[config.mk]
export PLATFORM = sky130hd
export DESIGN_NAME = inst_fetch_cache
export DESIGN_NICKNAME = d
export VERILOG_FILES = /design/src/rtl/inst_fetch_cache_pkg.sv /design/src/rtl/icache_line_ram.sv /design/src/rtl/inst_fetch_cache.sv
export SDC_FILE = /design/constraint.sdc
export NUM_CORES = 2
export LEC_CHECK = 0
export ABC_AREA = 1
export ABC_CLOCK_PERIOD_IN_PS = 7700
export BUFFER_PORTS_ARGS = -buffer_cell sky130_fd_sc_hd__buf_2
export CAP_MARGIN = 10
export CORE_AREA = 2 2 465 467
export CTS_CLUSTER_DIAMETER = 100
export DETAILED_ROUTE_END_ITERATION = 8
export DIE_AREA = 0 0 467 469
export GPL_ROUTABILITY_DRIVEN = 0
export GPL_TIMING_DRIVEN = 0
export PLACE_DENSITY = 0.58
export SETUP_SLACK_MARGIN = 0.02
export SYNTH_ARGS = -nofsm -noshare
export SYNTH_HDL_FRONTEND = slang
export SYNTH_SLANG_ARGS = --single-unit
export TNS_END_PERCENT = 30
[constraint.sdc]
create_clock -name clk -period 7.7 [get_ports clk]
set_input_delay 0 -clock clk [delete_from_list [all_inputs] [get_ports clk]]
set_output_delay 0 -clock clk [all_outputs]
set_load 0.05 [all_outputs]
[src/rtl/inst_fetch_cache_pkg.sv]
// Shared types and default geometry for the instruction fetch cache.
// Contents:
//   DEF_LINES / DEF_LINE_WORDS / DEF_ADDR_W : default cache geometry
//   WORD_W                                  : instruction word width
//   ic_state_e                              : refill FSM states
package inst_fetch_cache_pkg;

   localparam int unsigned DEF_LINES      = 16;
   localparam int unsigned DEF_LINE_WORDS = 4;
   localparam int unsigned DEF_ADDR_W     = 32;
   localparam int unsigned WORD_W         = 32;

   typedef enum logic {
      IcIdle   = 1'b0,
      IcRefill = 1'b1
   } ic_state_e;

endpackage

[src/rtl/icache_line_ram.sv]
// Data and tag storage for the instruction cache: LINES x LINE_WORDS words plus one tag per line.
// Asynchronous read, synchronous write, no reset (validity is tracked by the parent).
// Ports:
//   clk        in   clock
//   rd_idx     in   line index for the read port
//   rd_off     in   word offset for the read port
//   rd_data    out  word at [rd_idx][rd_off]
//   rd_tag     out  tag stored for line rd_idx
//   wr_en      in   write wr_data to [wr_idx][wr_off]
//   wr_idx     in   line index for both write ports
//   wr_off     in   word offset for the data write
//   wr_data    in   data to write
//   tag_wr_en  in   write wr_tag to line wr_idx
//   wr_tag     in   tag to write
module icache_line_ram
   import inst_fetch_cache_pkg::*;
#(
   parameter int unsigned LINES      = DEF_LINES,
   parameter int unsigned LINE_WORDS = DEF_LINE_WORDS,
   parameter int unsigned TAG_W      = 26,
   parameter int unsigned IDX_W      = $clog2(LINES),
   parameter int unsigned OFF_W      = $clog2(LINE_WORDS)
) (
   input  logic              clk,
   input  logic [IDX_W-1:0]  rd_idx,
   input  logic [OFF_W-1:0]  rd_off,
   output logic [WORD_W-1:0] rd_data,
   output logic [TAG_W-1:0]  rd_tag,
   input  logic              wr_en,
   input  logic [IDX_W-1:0]  wr_idx,
   input  logic [OFF_W-1:0]  wr_off,
   input  logic [WORD_W-1:0] wr_data,
   input  logic              tag_wr_en,
   input  logic [TAG_W-1:0]  wr_tag
);

   logic [WORD_W-1:0] data_arr [LINES][LINE_WORDS];
   logic [TAG_W-1:0]  tag_arr  [LINES];

   assign rd_data = data_arr[rd_idx][rd_off];
   assign rd_tag  = tag_arr[rd_idx];

   always_ff @(posedge clk) begin
      if (wr_en) begin
         data_arr[wr_idx][wr_off] <= wr_data;
      end
      if (tag_wr_en) begin
         tag_arr[wr_idx] <= wr_tag;
      end
   end

endmodule

[src/rtl/inst_fetch_cache.sv]
// Direct-mapped instruction cache between the core fetch port and a slow word-wide memory.
// Hits return data in the fetch cycle; a miss raises stall_req_o and the FSM refills the whole
// line as a burst from word 0 upward.
// Ports:
//   clk          in   clock
//   rst          in   asynchronous active-low reset
//   ce_i         in   fetch enable
//   addr_i       in   fetch byte address (bits[1:0] ignored)
//   data_o       out  instruction word (0 when not hit)
//   stall_req_o  out  fetch not served this cycle
//   flush_i      in   invalidate all lines
//   mem_req_o    out  external read request, high for the whole burst
//   mem_addr_o   out  word address of the requested word
//   mem_ack_i    in   external word valid
//   mem_data_i   in   external read data
module inst_fetch_cache
   import inst_fetch_cache_pkg::*;
#(
   parameter int unsigned LINES      = DEF_LINES,
   parameter int unsigned LINE_WORDS = DEF_LINE_WORDS,
   parameter int unsigned ADDR_W     = DEF_ADDR_W
) (
   input  logic              clk,
   input  logic              rst,
   input  logic              ce_i,
   input  logic [ADDR_W-1:0] addr_i,
   output logic [WORD_W-1:0] data_o,
   output logic              stall_req_o,
   input  logic              flush_i,
   output logic              mem_req_o,
   output logic [ADDR_W-1:0] mem_addr_o,
   input  logic              mem_ack_i,
   input  logic [WORD_W-1:0] mem_data_i
);

   localparam int unsigned OFF_W  = $clog2(LINE_WORDS);
   localparam int unsigned IDX_W  = $clog2(LINES);
   localparam int unsigned TAG_W  = ADDR_W - 2 - OFF_W - IDX_W;
   localparam int unsigned LINE_W = ADDR_W - 2 - OFF_W;  // line address = {tag, index}
   localparam logic [OFF_W-1:0] LAST_WORD = OFF_W'(LINE_WORDS - 1);

   logic [OFF_W-1:0]  offset;
   logic [IDX_W-1:0]  index;
   logic [TAG_W-1:0]  tag;
   logic [WORD_W-1:0] rd_data;
   logic [TAG_W-1:0]  rd_tag;
   logic              hit;
   logic              unused_addr;

   ic_state_e         state_q, state_d;
   logic [OFF_W-1:0]  cnt_q, cnt_d;
   logic [LINE_W-1:0] line_q, line_d;
   logic [LINES-1:0]  valid_q, valid_d;
   logic              flushed_q, flushed_d;
   logic              ram_we, tag_we;

   assign offset      = addr_i[2 +: OFF_W];
   assign index       = addr_i[2 + OFF_W +: IDX_W];
   assign tag         = addr_i[ADDR_W-1 -: TAG_W];
   assign unused_addr = ^addr_i[1:0];

   icache_line_ram #(
      .LINES      (LINES),
      .LINE_WORDS (LINE_WORDS),
      .TAG_W      (TAG_W),
      .IDX_W      (IDX_W),
      .OFF_W      (OFF_W)
   ) u_line_ram (
      .clk        (clk),
      .rd_idx     (index),
      .rd_off     (offset),
      .rd_data    (rd_data),
      .rd_tag     (rd_tag),
      .wr_en      (ram_we),
      .wr_idx     (line_q[IDX_W-1:0]),
      .wr_off     (cnt_q),
      .wr_data    (mem_data_i),
      .tag_wr_en  (tag_we),
      .wr_tag     (line_q[LINE_W-1 -: TAG_W])
   );

   assign hit         = ce_i & valid_q[index] & (rd_tag == tag);
   assign data_o      = hit ? rd_data : '0;
   assign stall_req_o = ce_i & ~hit;
   assign mem_req_o   = (state_q == IcRefill);
   assign mem_addr_o  = mem_req_o ? {line_q, cnt_q, 2'b00} : '0;

   always_comb begin
      state_d   = state_q;
      cnt_d     = cnt_q;
      line_d    = line_q;
      valid_d   = valid_q;
      flushed_d = flushed_q;
      ram_we    = 1'b0;
      tag_we    = 1'b0;
      case (state_q)
         IcIdle: begin
            if (ce_i && !hit) begin
               state_d        = IcRefill;
               line_d         = addr_i[ADDR_W-1 : 2 + OFF_W];
               cnt_d          = '0;
               flushed_d      = 1'b0;
               // The victim line is invalid while its words are overwritten.
               valid_d[index] = 1'b0;
            end
         end
         IcRefill: begin
            if (mem_ack_i) begin
               ram_we = 1'b1;
               cnt_d  = cnt_q + 1'b1;
               if (cnt_q == LAST_WORD) begin
                  tag_we  = 1'b1;
                  state_d = IcIdle;
                  // A flush seen anywhere in the burst leaves the refilled line invalid.
                  if (!flushed_q && !flush_i) begin
                     valid_d[line_q[IDX_W-1:0]] = 1'b1;
                  end
               end
            end
         end
         default: state_d = IcIdle;
      endcase
      if (flush_i) begin
         valid_d = '0;
         if (state_q == IcRefill) begin
            flushed_d = 1'b1;
         end
      end
   end

   always_ff @(posedge clk or negedge rst) begin
      if (!rst) begin
         state_q   <= IcIdle;
         cnt_q     <= '0;
         line_q    <= '0;
         valid_q   <= '0;
         flushed_q <= 1'b0;
      end else begin
         state_q   <= state_d;
         cnt_q     <= cnt_d;
         line_q    <= line_d;
         valid_q   <= valid_d;
         flushed_q <= flushed_d;
      end
   end

endmodule

==> results.md <==
- Top-count cell post-synth: edfxtp_1
- Worst-path cell chain: dlygate4sd3_1, buf_2, dlygate4sd3_1, inv_1, nor2_1, buf_2, o21ai_0, nand2_1, inv_1, a21oi_1, nand2_1, nor3_1, nand3_1, nor2_2, buf_2, nor2b_1, buf_2
- Least-Margin Pin Slew: around 1.4 ns
- Kind of end point of the critical path: output port
- Most frequent cell on the critical path: buf_2
- Most common flop cell mapped by yosys: edfxtp_1
- Clock-pin slew of the registers on the worst-case setup and hold paths: approximately 0.06 ns
- DRC violation count after routing: 2
- Count of clock tree sinks: 2480
- Number of core rows: between 150 and 200
- Initial core utilization: between 40% and 50%
- Synth Warn #: 0
- Wire length reported by the detailed router: about 380 mm
- Cell taking the most area after synthesis: edfxtp_1
- CP Class: in2out
- Critical Path Source Type: primary input
- Antenna violation net count after detailed routing: 0
- Worst Hold Margin: 0.0562 ns
- Avg Synthesized Cell Area: 13.9 sq um
- Sum of overflow across all layers after global routing: 0
- Max Cap Viol: 0
- Area of the placeable core: 214000 sq um
- P&R area growth vs syn: 18.0%
- Average detailed-routed wire length per instance: about 36 um
- Unrepaired setup endpoints after global routing: no
- LEAKAGE: between 30 and 40 nW
- Number of cells traversed by the worst register-to-register path: 7
- Number of gates given a new drive strength after cts: 0
- Switching power as a share of total power: 26.7%
- Fin Setup TNS: 0 ns
- Final cell count without fillers: approximately 11000
- PnR Total Power: between 30 and 40 mW
- Sequential area share after synthesis: 77.6%
- Max transition margin: under 10%
- Gr usage total: between 30% and 40%
- Biggest cell delay along the critical path: between 0.7 and 0.8 ns
- Number of iterations in the first detailed-routing pass: 9
- DPL Wire Length: roughly 260 mm
- First-pass GRT wire length: about 520 mm
- CP max FO: 10
- Violations in the final reports: design-rule violations
- Number of buffers on the longest clock path: 3
- Largest net degree at the start of global routing: 65
- Share of power burned in combinational logic: between 10% and 20%
- Worst Clk Skew: 0.0599 ns
- Share of the clock period used by the worst path after layout: between 80 and 90%
- CP required: 7.70 ns
- Number of enable-type register cells in the synthesized netlist: between 2000 and 2500
- Hold violation count in the final report: 0
- Tmin final: 6.32 ns
- Clock tree from TritonCTS: built
- Overall die height: about 470 um
- Number of nets in the layout: 7605
- F_max: 158 MHz
- Number of H-tree levels: 4
- First DRT Iteration DRCs: between 10000 and 15000
- Switching power total: ~8.2 mW
- Internal power summed over all cells: ~23 mW
- Power per unit of standard cell area: about 270 nW/um^2
- Critical path data arrival time: ~6.3 ns
- Utilization of the core after routing: a little over half
- Family with the most delay on the worst path: buffers and inverters
- Via/cell ratio: ~6.4
- Maximum VDD drop: 0.000275 V
- Share of the synthesized area in the top cell type: 76.3%
- Area of the die: approximately 220000 sq um
- Top-level I/O count: between 100 and 150
- Endpoints failing setup: 0
- TritonCTS buffer count: ~240
- Clock share of power: 37.1%
- Number of cells in the design after placement: roughly 10000
- Status: complete, but fails checks
- Fraction of final layout cells with drive strength greater than 1: approximately 12%
- Critical path buffer and inverter count: 8
- Number of cells produced by synthesis: a little under 7000
- Crit path max-delay cell type: buf_2
- Latest clock arrival within the worst-skew pair: between 0.8 and 0.9 ns
- Ranking of synthesized cells by area: edfxtp_1 (76%), nand2_1 (4.1%), nor2_1 (3.4%)
- Min-delay worst type: in2reg
- Number of flip-flops and latches in the synthesized netlist: between 2000 and 2500
- Sequential share of power: between 50% and 60%
- Vias after detailed routing: just under 70000
- Number of global-route vias before repair: between 60000 and 70000
- Horizontal die dimension: ~470 um
- Commonest cells in the netlist: edfxtp_1 (2432), nand2_1 (1049), nor2_1 (879), nor3_1 (530), o22ai_1 (352)
- Stages on the worst setup path: 17
- Distinct cell type count of the synthesized netlist: 37
- Number of slew-limit violations in the final report: 0
- Buffers added on ports: approximately 130
- Fraction of synthesis flops using an asynchronous set or reset pin: ~1.9%
- Initial antenna violation count: 21
- Post-synthesis instance area: 95700 sq um
- Worst Hold Path Cells: 4
- CTS Root Buffer Type: clkbuf_16
stage by stage:
stage / setup WS [ns] / cell area (sq um)
floorplan: 4.63 / 95700
global placement: 0.955 / 99900
detailed placement: 2.65 / 104000
CTS: 1.83 / 112000
global route: 1.52 / 113000
finish: 1.38 / 113000
layer usage:
| metal | global-route usage, % | wire [um] |
|---|---|---|
| met1 | 45.7 | 137000 |
| met5 | 0.346 | 204 |
| met4 | 20.4 | 27900 |
| met2 | 51.0 | 166000 |
| met3 | 9.28 | 52100 |
worst paths after layout:
kind | start | endpoint | slack (ns)
min in group asynchronous | rst | line_q[22]$_DFFE_PN0P_ | 0.30
min reg2reg | flushed_q$_DFF_PN0_ | flushed_q$_DFF_PN0_ | 0.50
max reg2reg | cnt_q[0]$_DFFE_PN0P_ | u_line_ram.data_arr[10][38]$_DFFE_PP_ | 4.11
max in group asynchronous | rst | valid_q[5]$_DFFE_PN0P_ | 7.12
min | addr_i[7] | line_q[3]$_DFFE_PN0P_ | 0.06
max | addr_i[6] | data_o[28] | 1.38
power by group through the flow:
| stage | registers, mW | clock network (mW) | logic (mW) |
|---|---|---|---|
| after floorplan | 16.1 | 0 | 1.47 |
| after global placement | 16.3 | 0 | 2.72 |
| after detailed placement | 16.3 | 0 | 3.04 |
| after CTS | 16.0 | 11.4 | 3.14 |
| after global routing | 16.1 | 11.9 | 3.38 |
| final | 16.0 | 11.4 | 3.30 |
timing repair:
item / CTS / global route
buffers inserted: 0 / 0
hold buffers: 99 / 6
hold endpoints to repair: 1421 / 384
cells in the final DEF (no fill, tap or decap), types with 10 or more instances in the layout:
cell type / Yosys / routed
edfxtp_1: 2432 / 2432
nand2_1: 1049 / 1049
nor2_1: 879 / 799
nor3_1: 530 / 530
o22ai_1: 352 / 352
clkbuf_1: 229 / 290
buf_2: 147 / 270
clkbuf_16: 0 / 244
o21ai_0: 224 / 224
o221ai_1: 189 / 189
o31ai_1: 161 / 161
nand3_1: 145 / 145
buf_12: 0 / 106
inv_1: 105 / 105
dlygate4sd3_1: 0 / 104
nor2_4: 1 / 81
a221oi_1: 73 / 73
clkinv_1: 2 / 63
buf_16: 0 / 61
a21oi_1: 55 / 55
buf_1: 50 / 49
dfrtp_1: 48 / 48
o2111ai_1: 41 / 41
clkinv_2: 0 / 37
a22oi_1: 36 / 36
o21ai_1: 35 / 35
buf_4: 20 / 24
nor2b_1: 22 / 22
o211ai_1: 20 / 20
bufinv_16: 0 / 12
clkinvlp_4: 0 / 10
kinds of logic after synthesis:
group | share of synthesized area (%)
fa+ha+maj | 0.0523
compound gates | 8.45
buf+inv | 2.53
flops | 77.6
other cells | 0.00392
simple gates | 11.4
worst reg2reg max path, delay by kind of cell, from the launching register on:
family	cells	cell delay, ns
flops	1	0.53
buf+inv	4	1.62
fa+ha+maj	1	0.22
simple gates	2	0.94
area by class of cell:
cell class | count | area [sq um]
Antenna cell | 8 | 20.0
Clock inverter | 133 | 1030
Tap cell | 2838 | 3550
Clock buffer | 308 | 6360
Fill cell | 17700 | 101000
Buffer | 452 | 2000
Sequential cell | 2480 | 74200
Timing Repair Buffer | 408 | 5640
Inverter | 112 | 423
Multi-Input combinational cell | 3837 | 19600
flip-flops by register name, indices dropped and copies added (netlist names):
| signal | cells |
|---|---|
| u_line_ram.data_arr | 2048 |
| valid_q | 16 |
| mem_req_o | 1 |
| flushed_q | 1 |
| line_q | 28 |
| cnt_q | 2 |
| u_line_ram.tag_arr | 384 |
Note: power is estimated with default switching activity, not from simulation.
